<file path="config.mk">
export PLATFORM = sky130hd
export DESIGN_NAME = ob_rsp_arb
export DESIGN_NICKNAME = d
export VERILOG_FILES = /design/src/rtl/cfg_pkg.sv /design/src/rtl/ob_pkg.sv /design/src/rtl/ob_rr_pick.sv /design/src/rtl/ob_rsp_arb.sv
export SDC_FILE = /design/constraint.sdc
export NUM_CORES = 1
export LEC_CHECK = 0
export ABC_AREA = 1
export CORE_UTILIZATION = 36
export CTS_CLUSTER_DIAMETER = 80
export DETAILED_ROUTE_END_ITERATION = 16
export PLACE_DENSITY = 0.82
export SYNTH_ARGS = -nofsm -noshare
export SYNTH_HDL_FRONTEND = slang
export SYNTH_SLANG_ARGS = --single-unit
export TNS_END_PERCENT = 5
</file>
<file path="constraint.sdc">
create_clock -name clk -period 2.7 [get_ports clk]
set_clock_uncertainty 0.1 [all_clocks]
set_input_delay 0.54 -clock clk [delete_from_list [all_inputs] [get_ports clk]]
set_output_delay 0.54 -clock clk [all_outputs]
set_load 0.005 [all_outputs]
</file>
<file path="src/rtl/cfg_pkg.sv">
// System-level sizing constants shared by the order-book blocks.
package cfg_pkg;
    localparam int EGRESS_QUEUE_DEPTH_N = 4;
endpackage

</file>
<file path="src/rtl/ob_pkg.sv">
// Order-book shared types: response record, arbiter states and producer ids.
package ob_pkg;
    typedef enum logic {ARB, LOCK} arb_state_t;

    localparam int RSP_SRC_CNTRL   = 0;
    localparam int RSP_SRC_BID_REJ = 1;
    localparam int RSP_SRC_ASK_REJ = 2;

    typedef struct packed {
        logic [1:0]  kind;
        logic [15:0] order_id;
        logic [13:0] qty;
    } rsp_t;
endpackage

</file>
<file path="src/rtl/ob_rr_pick.sv">
// Rotating-priority encoder: first set request at or above ptr, wrapping mod N.
module ob_rr_pick #(
    parameter int N     = 3,
    parameter int IDX_W = (N > 1) ? $clog2(N) : 1
) (
    input  logic [N-1:0]     req,
    input  logic [IDX_W-1:0] ptr,
    output logic [N-1:0]     gnt,
    output logic [IDX_W-1:0] gnt_idx,
    output logic             any
);
    always_comb begin
        int j;
        j       = 0;
        gnt     = '0;
        gnt_idx = '0;
        any     = 1'b0;
        for (int k = 0; k < N; k++) begin
            j = int'(ptr) + k;
            if (j >= N) j = j - N;
            if (!any && req[j]) begin
                any     = 1'b1;
                gnt[j]  = 1'b1;
                gnt_idx = IDX_W'(j);
            end
        end
    end
endmodule

</file>
<file path="src/rtl/ob_rsp_arb.sv">
// Credit-based round-robin arbiter with burst lock feeding the egress response queue.
module ob_rsp_arb
    import ob_pkg::*;
#(
    parameter int N_SRC    = 3,
    parameter int CREDITS  = cfg_pkg::EGRESS_QUEUE_DEPTH_N,
    parameter int CREDIT_W = $clog2(CREDITS + 1),
    localparam int RSP_W   = $bits(rsp_t),
    localparam int IDX_W   = $clog2(N_SRC)
) (
    input  logic                   clk,
    input  logic                   rst_n,
    input  logic [N_SRC-1:0]       src_vld,
    input  logic [N_SRC-1:0]       src_lock,
    input  logic [N_SRC*RSP_W-1:0] src_rsp,
    output logic [N_SRC-1:0]       src_ack,
    output logic                   egress_push_r,
    output logic [RSP_W-1:0]       egress_push_data_r,
    input  logic                   egress_pop,
    output logic [CREDIT_W-1:0]    credits_r,
    output logic                   lock_vld_r,
    output logic [IDX_W-1:0]       lock_owner_r,
    output logic                   err_credit_r
);
    arb_state_t          state, state_nxt;
    logic [IDX_W-1:0]    rr_ptr, rr_nxt, owner_nxt, pick_idx;
    logic [N_SRC-1:0]    req, pick_gnt;
    logic                pick_any, grant;
    logic [CREDIT_W-1:0] credits_nxt;
    logic                err_nxt;

    // While locked only the owner may compete, so the picker result is the owner.
    always_comb begin
        req = src_vld;
        if (state == LOCK) req = src_vld & (N_SRC'(1) << lock_owner_r);
    end

    ob_rr_pick #(.N(N_SRC), .IDX_W(IDX_W)) u_pick (
        .req     (req),
        .ptr     (rr_ptr),
        .gnt     (pick_gnt),
        .gnt_idx (pick_idx),
        .any     (pick_any)
    );

    assign grant      = rst_n && pick_any && (credits_r != '0);
    assign src_ack    = grant ? pick_gnt : '0;
    assign lock_vld_r = (state == LOCK);

    always_comb begin
        state_nxt = state;
        owner_nxt = lock_owner_r;
        rr_nxt    = rr_ptr;
        if (grant) begin
            rr_nxt = (pick_idx == IDX_W'(N_SRC - 1)) ? '0 : pick_idx + IDX_W'(1);
            case (state)
                ARB: begin
                    if (src_lock[pick_idx]) begin
                        state_nxt = LOCK;
                        owner_nxt = pick_idx;
                    end
                end
                LOCK: begin
                    if (!src_lock[lock_owner_r]) state_nxt = ARB;
                end
                default: state_nxt = ARB;
            endcase
        end
    end

    // A pop with the queue already fully credited is an upstream bug: saturate and flag.
    always_comb begin
        credits_nxt = credits_r;
        err_nxt     = err_credit_r;
        if (grant && !egress_pop) begin
            credits_nxt = credits_r - CREDIT_W'(1);
        end else if (!grant && egress_pop) begin
            if (credits_r == CREDIT_W'(CREDITS)) err_nxt = 1'b1;
            else credits_nxt = credits_r + CREDIT_W'(1);
        end
    end

    always_ff @(posedge clk or negedge rst_n) begin
        if (!rst_n) begin
            state              <= ARB;
            rr_ptr             <= '0;
            lock_owner_r       <= '0;
            credits_r          <= CREDIT_W'(CREDITS);
            err_credit_r       <= 1'b0;
            egress_push_r      <= 1'b0;
            egress_push_data_r <= '0;
        end else begin
            state         <= state_nxt;
            rr_ptr        <= rr_nxt;
            lock_owner_r  <= owner_nxt;
            credits_r     <= credits_nxt;
            err_credit_r  <= err_nxt;
            egress_push_r <= grant;
            if (grant) egress_push_data_r <= src_rsp[pick_idx*RSP_W +: RSP_W];
        end
    end
endmodule

</file>
-- Yosys cells after proc, flatten, opt, wreduce, memory -nomap -nowiden
Cells that the tools add are included.
- register bits: 42
- $add $sub $neg: 8
- magnitude comparators: 11
- equality and inequality tests: 3
- shifts and indexed selects: 2
- muxes and demuxes: 40
- bitwise operators: 5
- reductions and logical operators: 18
- operators by type and width (cell ; number):
    $ge A32 B1 Y1 const B ; 3
    $lt A32 B4 Y1 const B ; 3
    $mux W32 ; 3
    $shiftx A96 B8 Y32 ; 1
    $ge A32 B3 Y1 const B ; 2
    $sub A32 B3 Y32 const B ; 2
    $mux W3 ; 8
    $mux W1 ; 16
    $bmux W1 S2 ; 5
    $logic_and A1 B1 Y1 ; 9
    $mux W2 ; 4
    $demux W1 S2 ; 3
    $lt A2 B3 Y1 const B ; 2
    $or A3 B3 Y3 ; 2
    $reduce_and A3 Y1 ; 2
    $logic_not A1 Y1 ; 4
    $add A2 B1 Y3 const B ; 1
    $add A2 B2 Y3 const B ; 1
    $add A3 B1 Y3 const B ; 1
    $and A3 B3 Y3 ; 1
    $eq A3 B3 Y1 const B ; 1
    $reduce_bool A3 Y1 ; 1
    $shl A1 B2 Y3 const A ; 1
    $sub A2 B2 Y3 const B ; 1
    other kinds (9) ; 10

-- Logic depth before layout (Yosys ltp)
Gate-level depths: netlist (run 1).
- depth after elaboration: 19
- gate-level depth with buffers: 18
- mapped depth without buffers: 18

-- Modules after synthesis
Synthesis (run 1) repeated with hierarchy kept, for this count alone.
- cell total of the unflattened synthesis: 414
- area, all modules: 2781.4 sq um
- modules (own cells, without submodules) (module ; times used ; cells an instance ; area each (sq um) ; sequential area each (sq um)):
    ob_rsp_arb ; 1 ; 353 ; 2461.1 ; 1052.3
    ob_rr_pick ; 1 ; 61 ; 320.3 ; 0.0

-- Least setup slack after synthesis (run 1)
Ideal clock, no wire load.
- path type: register to register
- start: register rr_ptr[1]
- end: register credits_r[2]
- library setup time: 81 ps
- arrival: 2605 ps
- slack: -86 ps
- cell stages (with the launch flop): 19
- path buffers: 1
- cells stage by stage: dfrtp_1 > inv_1 > ha_1 > inv_1 > nand2_1 > nor2_2 > inv_2 > nand2_2 > nor2_4 > nand2_2 > nand3_4 > inv_1 > buf_2 > ha_1 > inv_1 > fa_1 > xnor2_1 > nand3_1 > xor2_1
- longest elaborated chain between the ends: 18
- RTL lines (what ; line ; RTL):
    start, declared ; ob_rsp_arb.sv:26 ; logic [IDX_W-1:0] rr_ptr, rr_nxt, owner_nxt, pick_idx;
    start signal, assigned ; ob_rsp_arb.sv:94 ; rr_ptr <= rr_nxt;
    parallel branches: the longest is 11 deep, another holds $sub A32 B3 Y32 ; -- ;
    $mux W1 (*) ; ob_rr_pick.sv:21 ; if (!any && req[j]) begin
    $logic_and A1 B1 Y1 (*) (2 in a row) ; ob_rsp_arb.sv:46 ; assign grant = rst_n && pick_any && (credits_r != '0);
    via grant ; ob_rsp_arb.sv:28 ; logic pick_any, grant;
    $logic_not A1 Y1 ; ob_rsp_arb.sv:77 ; end else if (!grant && egress_pop) begin
    $logic_and A1 B1 Y1 ; ob_rsp_arb.sv:77 ;
    $reduce_bool A2 Y1 (no line) ; -- ;
    $reduce_and A2 Y1 (no line) ; -- ;
    end signal, assigned ; ob_rsp_arb.sv:88 ; credits_r <= CREDIT_W'(CREDITS);
    end signal, assigned ; ob_rsp_arb.sv:96 ; credits_r <= credits_nxt;
    end, declared ; ob_rsp_arb.sv:20 ; output logic [CREDIT_W-1:0] credits_r,
Mark *: on every way through the listed nets, which the timed path passes. The select of a mux whose other input is x is not followed.
A chain may end at the register's enable or synchronous reset.

-- Final worst setup path (run 1)
- start: input src_vld[2]
- end: output src_ack[0]
- longest elaborated chain between the ends: 15
- RTL lines (what ; line ; RTL):
    start, declared ; ob_rsp_arb.sv:13 ; input logic [N_SRC-1:0] src_vld,
    $and A3 B3 Y3 ; ob_rsp_arb.sv:35 ; if (state == LOCK) req = src_vld & (N_SRC'(1) << lock_owner_r);
    $mux W3 (*) ; ob_rsp_arb.sv:35 ;
    $bmux W1 S2 ; ob_rr_pick.sv:21 ;
    $mux W1 (not written as such) (2 in a row) ; ob_rr_pick.sv:21 ;
    $mux W1 ; ob_rr_pick.sv:21 ;
    $logic_not A1 Y1 ; ob_rr_pick.sv:21 ;
    $logic_and A1 B1 Y1 ; ob_rr_pick.sv:21 ;
    $mux W1 ; ob_rr_pick.sv:21 ;
    $logic_not A1 Y1 ; ob_rr_pick.sv:21 ;
    $logic_and A1 B1 Y1 ; ob_rr_pick.sv:21 ;
    $mux W1 ; ob_rr_pick.sv:21 ;
    $logic_and A1 B1 Y1 (2 in a row) ; ob_rsp_arb.sv:46 ;
    $mux W3 (*) ; ob_rsp_arb.sv:47 ; assign src_ack = grant ? pick_gnt : '0;
    end, declared ; ob_rsp_arb.sv:16 ; output logic [N_SRC-1:0] src_ack,
Mark *: on every way between the ends. The rest lies on a longest branch, timed or not. The select of a mux whose other input is x is not followed.

==> results of run 1 <==
-- power breakdown --
part / internal (W) / total, W / switching (W) / leakage (nW)
logic: 0.00200 / 0.00446 / 0.00246 / 1.62
clock network: 0.000178 / 0.000389 / 0.000212 / 0.0373
registers: 0.000975 / 0.00117 / 0.000190 / 0.496
-- metal layers --
metal  up-vias  wire [um]  track usage
li1       1594          -            -
met1      1420       3400        0.243
met2        99       4400        0.400
met3        11        538       0.0582
met4         0         99       0.0606
met5         -          0            0
-- stage by stage --
| stage | TNS [ps] | power, W | cells |
|---|---|---|---|
| finish | 0 | 0.00602 | 662 |
| global route | -117 | 0.00663 | 662 |
| CTS | 0 | 0.00595 | 658 |
| detailed placement | -1030 | 0.00551 | 648 |
| global placement | -809 | 0.00537 | 648 |
| floorplan | 0 | 0.00389 | 399 |
-- logic make-up (layout without fill, tap and decap cells) --
family / after synthesis / count (layout) / synth area share
fa+ha+maj: 7 / 7 / 0.0346
simple gates: 253 / 253 / 0.391
compound gates: 54 / 54 / 0.103
buf+inv: 40 / 204 / 0.0796
flops: 42 / 42 / 0.382
xor+xnor: 3 / 3 / 0.00955
-- flip-flops by register name (all words and copies together), names as in the netlist --
| register | count |
|---|---|
| credits_r | 3 |
| egress_push_r | 1 |
| err_credit_r | 1 |
| egress_push_data_r | 32 |
| rr_ptr | 2 |
| lock_owner_r | 2 |
| lock_vld_r | 1 |
-- final timing paths --
| path | end | slack [ps] |
|---|---|---|
| max in group asynchronous | credits_r[2]$_DFFE_PN1P_ | 1820 |
| worst max-delay path | src_ack[0] | 70 |
| worst min register to register | err_credit_r$_DFFE_PN0P_ | 380 |
| worst min-delay path | egress_push_data_r[1]$_DFFE_PN0N_ | 290 |
| min in group clk | err_credit_r$_DFFE_PN0P_ | 380 |
| worst max register to register | credits_r[2]$_DFFE_PN1P_ | 100 |
-- final cells by class --
class,count,area [um^2]
Timing Repair Buffer,175,1700
Clock inverter,1,7.51
Multi-Input combinational cell,317,1530
Sequential cell,42,1050
Inverter,22,90.1
Fill cell,645,2760
Tap cell,99,124
Clock buffer,6,72.6
-- worst reg2reg max path, delay by kind of cell (launching register included) --
kind | cells | cell delay [ps]
adders and majority gates | 3 | 710
and+or+nand+nor | 7 | 630
DFF | 1 | 400
buffers and inverters | 5 | 390
xor gates and xnor gates | 2 | 300
-- cell usage after synthesis, drive strengths merged --
| master | n | area share |
|---|---|---|
| o22ai | 1 | 0.0023 |
| nand3 | 29 | 0.063 |
| a21oi | 43 | 0.078 |
| inv | 22 | 0.032 |
| xnor2 | 1 | 0.0032 |
| xor2 | 2 | 0.0064 |
| dfrtp | 41 | 0.37 |
| a41o | 1 | 0.0036 |
| nand4 | 5 | 0.011 |
| dfstp | 1 | 0.0096 |
| o21ai | 8 | 0.016 |
| buf | 18 | 0.048 |
| ha | 6 | 0.027 |
| fa | 1 | 0.0073 |
| o21bai | 1 | 0.0027 |
| nand2 | 192 | 0.27 |
| nor2 | 27 | 0.046 |
-- what timing repair did --
action                     4_1_cts  5_1_grt
pin swaps                        3        9
setup endpoints to repair        3        4
buffers inserted                 3        4
resized for setup               10       17
-- cell usage in the layout, fill, tap and decap left out, drive strengths merged, types with 2 or more instances in the layout --
| master | count |
|---|---|
| dfrtp | 41 |
| nor2 | 27 |
| clkdlybuf4s50 | 142 |
| nand4 | 5 |
| nand3 | 29 |
| clkbuf | 8 |
| buf | 30 |
| xor2 | 2 |
| nand2 | 192 |
| ha | 6 |
| a21oi | 43 |
| inv | 22 |
| o21ai | 8 |
==> flow_metrics.tcl, run 1 <==
set metrics [dict create \
    ys_types 29 \
    final_util 0.624 \
    p_per_area_nw_per_um2 1320 \
    setup_violations 0 \
    hold_viol_final 0 \
    timing_worst_setup_path_type "in2out" \
    finalCriticalPeriod_ps 2630 \
    r2r-start "rr_ptr[0]$_DFFE_PN0N_" \
    insertion_delay_ps 280 \
    final_cell_area_um2 4570 \
    io_buffers 147 \
    maxCapViolations 0 \
    wl_um 8440 \
    cp-end-kind "primary output" \
    die_x_um 89.4 \
    cts.clk_slew.worst_paths_ps 80 \
    dpl_cell_area_um2 4410 \
    num_vias 3124 \
    syn_nets 511 \
    rsz0062_at_grt "yes" \
    grt_max_degree 43 \
    max_freq_mhz 380 \
    cts_root_buffer "clkbuf_8" \
    drive_above_1_share 0.126 \
    antennaDiodeCount 0 \
    cts_buffers 5 \
    numClockSinks 42 \
    r2r_cells 17 \
    die_h_um 89.4 \
    rows 31 \
    path_depth 9 \
    overflow 0 \
    grt_pass1_wl_um 13300 \
    viasPerCell 4.72 \
    hold_buffers 0 \
    path_max_fanout 5 \
    hpwl_um 6450 \
    critPathTopFamily "buffers and inverters" \
    htreeDepth 2 \
    antenna_found_initial 0 \
    holdWs_ps 293 \
    final_nets 675 \
    crit_top_cell "nand2_1" \
    worstHoldPathType "in2async" \
    slew_headroom 0.632 \
    path_buf_inv 2 \
    tightest_slew_ps 552 \
    dieArea_um2 8000 \
    maxSlewViolCount 0 \
    critPathRequiredTime_ps 2060 \
    critPathArrivalTime_ps 1990 \
    ys_warn_count 0 \
    gp_congestion 0.869 \
    start_util 0.375 \
    synth_cells 399 \
    place_ws_ps -278 \
    setup_ws_ps 68.0 \
    core-area_um2 7330 \
    drc 0 \
    startpoint_type "input port" \
    ant_nets 0 \
    detail_route.wl_per_cell_um 12.7 \
    ys_seq_area_frac 0.382 \
    area_delta_synth_final_pct 66.2 \
    period_share 0.975 \
    first_global_vias 2997 \
    peakVddDrop_v 0.000595 \
    crit_chain "clkdlybuf4s50_1, nand2_1, o21ai_1, nand2_1, nand3_1, o21ai_2, a21oi_2, nor2_1, clkbuf_2" \
    synth-seq-cells 42 \
    firstDrtPassIters 4 \
    crit_path_start "src_vld[2]" \
    ios 148 \
    outcome "completed" \
    syn_area_um2 2750 \
    grt_util_all_layers 0.216 \
    avgSynthCellArea_um2 6.90 \
    critical_path.max_stage_delay_ps 520 \
    drt_iter0_drc 99 \
    power_leakage_nw 2.16 \
    cts_tree "yes" \
    cpMaxStageDelayCell "clkdlybuf4s50_1" \
    cts_buffer_depth 2 \
]
Note: power is estimated with default switching activity, not from simulation.
==> run 2, diff against run 1 <==
- TNS_END_PERCENT: 5 -> default
==> run 2 against run 1 <==
Compared with the run above: flip-flop and latch count unchanged; non-clock buffer count is the same; sequential share of layout area fell by 0.16 points; critical path depth increased by 3; core utilization increased by 0.43 points; final cell count unchanged; worst setup slack worse by 27 ps; via count grew 1.1%; first-iteration DRC count shrank 4.0%; die area is the same; combinational power is 1% higher; highest routed layer unchanged.
==> flow_metrics.tcl, run 2 (same netlist as run 1, synthesis figures left out) <==
set metrics [dict create \
    outcome "completed" \
    critical_path.max_stage_delay_ps 400 \
    io_buffers 147 \
    grt_pass1_wl_um 13300 \
    final_nets 675 \
    r2r-start "rr_ptr[0]$_DFFE_PN0N_" \
    grt_max_degree 43 \
    drive_above_1_share 0.131 \
    cts_buffer_depth 2 \
    worstHoldPathType "in2async" \
    dr_wl_met3_um 553 \
    fin_setup_tns_ps 0 \
    wl_um 8510 \
    detail_route.wl_per_cell_um 12.8 \
    peakVddDrop_v 0.000595 \
    path_max_fanout 5 \
    hold_viol_final 0 \
    r2r_end "credits_r[2]$_DFFE_PN1P_" \
    top_layer "met4" \
    timing_worst_setup_path_type "reg2out" \
    tightest_slew_ps 550 \
    startpoint_type "register" \
    power_leakage_nw 2.16 \
    critPathRequiredTime_ps 2060 \
    cts_root_buffer "clkbuf_8" \
    mostFrequentLayoutCells "nand2_1, clkdlybuf4s50_1, a21oi_1, dfrtp_1, nand3_1" \
    start_util 0.375 \
    htreeDepth 2 \
    p_per_area_nw_per_um2 1320 \
    max_freq_mhz 376 \
    antennaDiodeCount 0 \
    period_share 0.985 \
    maxCapViolations 0 \
    drt_iter0_drc 95 \
    numClockSinks 42 \
    grt_util_all_layers 0.216 \
    cts_buffers 5 \
    maxSlewViolCount 0 \
    num_vias 3157 \
    dieArea_um2 8000 \
    dr_wl_met2_um 4500 \
    layout_commonest_cell "nand2_1" \
    r2r_cells 17 \
    viasPerCell 4.77 \
    critPathArrivalTime_ps 2020 \
    hpwl_um 6450 \
    gp_congestion 0.869 \
    cts_tree "yes" \
    dpl_cell_area_um2 4410 \
    rows 31 \
    critPathTopFamily "buffers and inverters" \
    ios 148 \
    crit_chain "buf_6, ha_4, inv_4, nand2_1, nor2_2, buf_4, buf_4, nand3_1, nand2_1, inv_1, a21oi_1, buf_2" \
    drc 0 \
    path_buf_inv 6 \
    regMostFlops "egress_push_data_r" \
    firstDrtPassIters 4 \
    final_cell_area_um2 4600 \
    top_regs "egress_push_data_r (32), credits_r (3)" \
    core-area_um2 7330 \
    overflow 0 \
    cpMaxStageDelayCell "dfrtp_1" \
    r2r_slack_ps 110 \
    finalCriticalPeriod_ps 2660 \
    hold_buffers 0 \
    area_delta_synth_final_pct 67.3 \
    largest_reg_flops 32 \
    antenna_found_initial 0 \
    cp-end-kind "primary output" \
    die_h_um 89.4 \
    cts.clk_slew.worst_paths_ps 80 \
    ant_nets 0 \
    setup_violations 0 \
    m1WireLength_um 3370 \
    insertion_delay_ps 280 \
    die_x_um 89.4 \
    first_global_vias 2997 \
    slew_headroom 0.633 \
]
[run 2: area by class of cell]
| class | count | area (um^2) |
|---|---|---|
| Fill cell | 641 | 2730 |
| Timing Repair Buffer | 175 | 1710 |
| Multi-Input combinational cell | 317 | 1550 |
| Sequential cell | 42 | 1050 |
| Tap cell | 99 | 124 |
| Inverter | 22 | 90.1 |
| Clock buffer | 6 | 72.6 |
| Clock inverter | 1 | 7.51 |
[run 2: worst max-delay path by stage]
stage / from / cells past startpoint / slack [ps] / endpoint
6_report: rr_ptr[0]$_DFFE_PN0N_ / 12 / 40 / src_ack[1]
5_1_grt: rr_ptr[0]$_DFFE_PN0N_ / 12 / -80 / src_ack[1]
4_1_cts: rr_ptr[0]$_DFFE_PN0N_ / 13 / 0.09 / src_ack[0]
3_5_place_dp: src_vld[0] / 10 / -280 / src_ack[2]
3_3_place_gp: src_vld[1] / 10 / -250 / src_ack[2]
2_1_floorplan: rr_ptr[0]$_DFFE_PN0N_ / 17 / 6 / credits_r[2]$_DFFE_PN1P_
[run 2: worst reg2reg max path: stages (launching register included)]
cell and delay [ps]:
dfrtp_1 400, buf_6 130, ha_4 170, inv_4 80
nand2_1 80, nor2_2 170, inv_2 60, nand2_4 90
nor2_4 50, nand2_2 70, nand3_4 90, inv_2 70
ha_2 170, inv_1 60, fa_2 330, xnor2_1 140
nand3_1 100, xor2_1 160
[run 2: stage by stage]
stage	worst slack, ps	total power (W)	util	hold slack (ps)	cells
after floorplan	5.53	0.00389	-	144	399
final	40.5	0.00607	0.628	292	662
after global routing	-83.8	0.00668	0.628	325	662
after detailed placement	-278	0.00551	0.601	370	648
after CTS	0.0930	0.00595	0.617	303	658
after global placement	-251	0.00537	0.601	357	648
[run 2: timing repair]
item	CTS	global route
setup endpoints to repair	3	4
setup buffers	3	5
pin swaps	3	12
resized for setup	10	25
[run 2: per-layer routing]
metal  track usage  vias to the layer above
met2         0.400                      106
met5             0                        -
met4        0.0606                        0
met1         0.243                     1447
li1              -                     1595
met3        0.0582                        9
[run 2: report_power, final]
| group | switching (W) | leakage (nW) | internal [W] |
|---|---|---|---|
| Clock | 0.000212 | 0.0373 | 0.000178 |
| Sequential | 0.000195 | 0.496 | 0.000975 |
| Combinational | 0.00249 | 1.63 | 0.00202 |
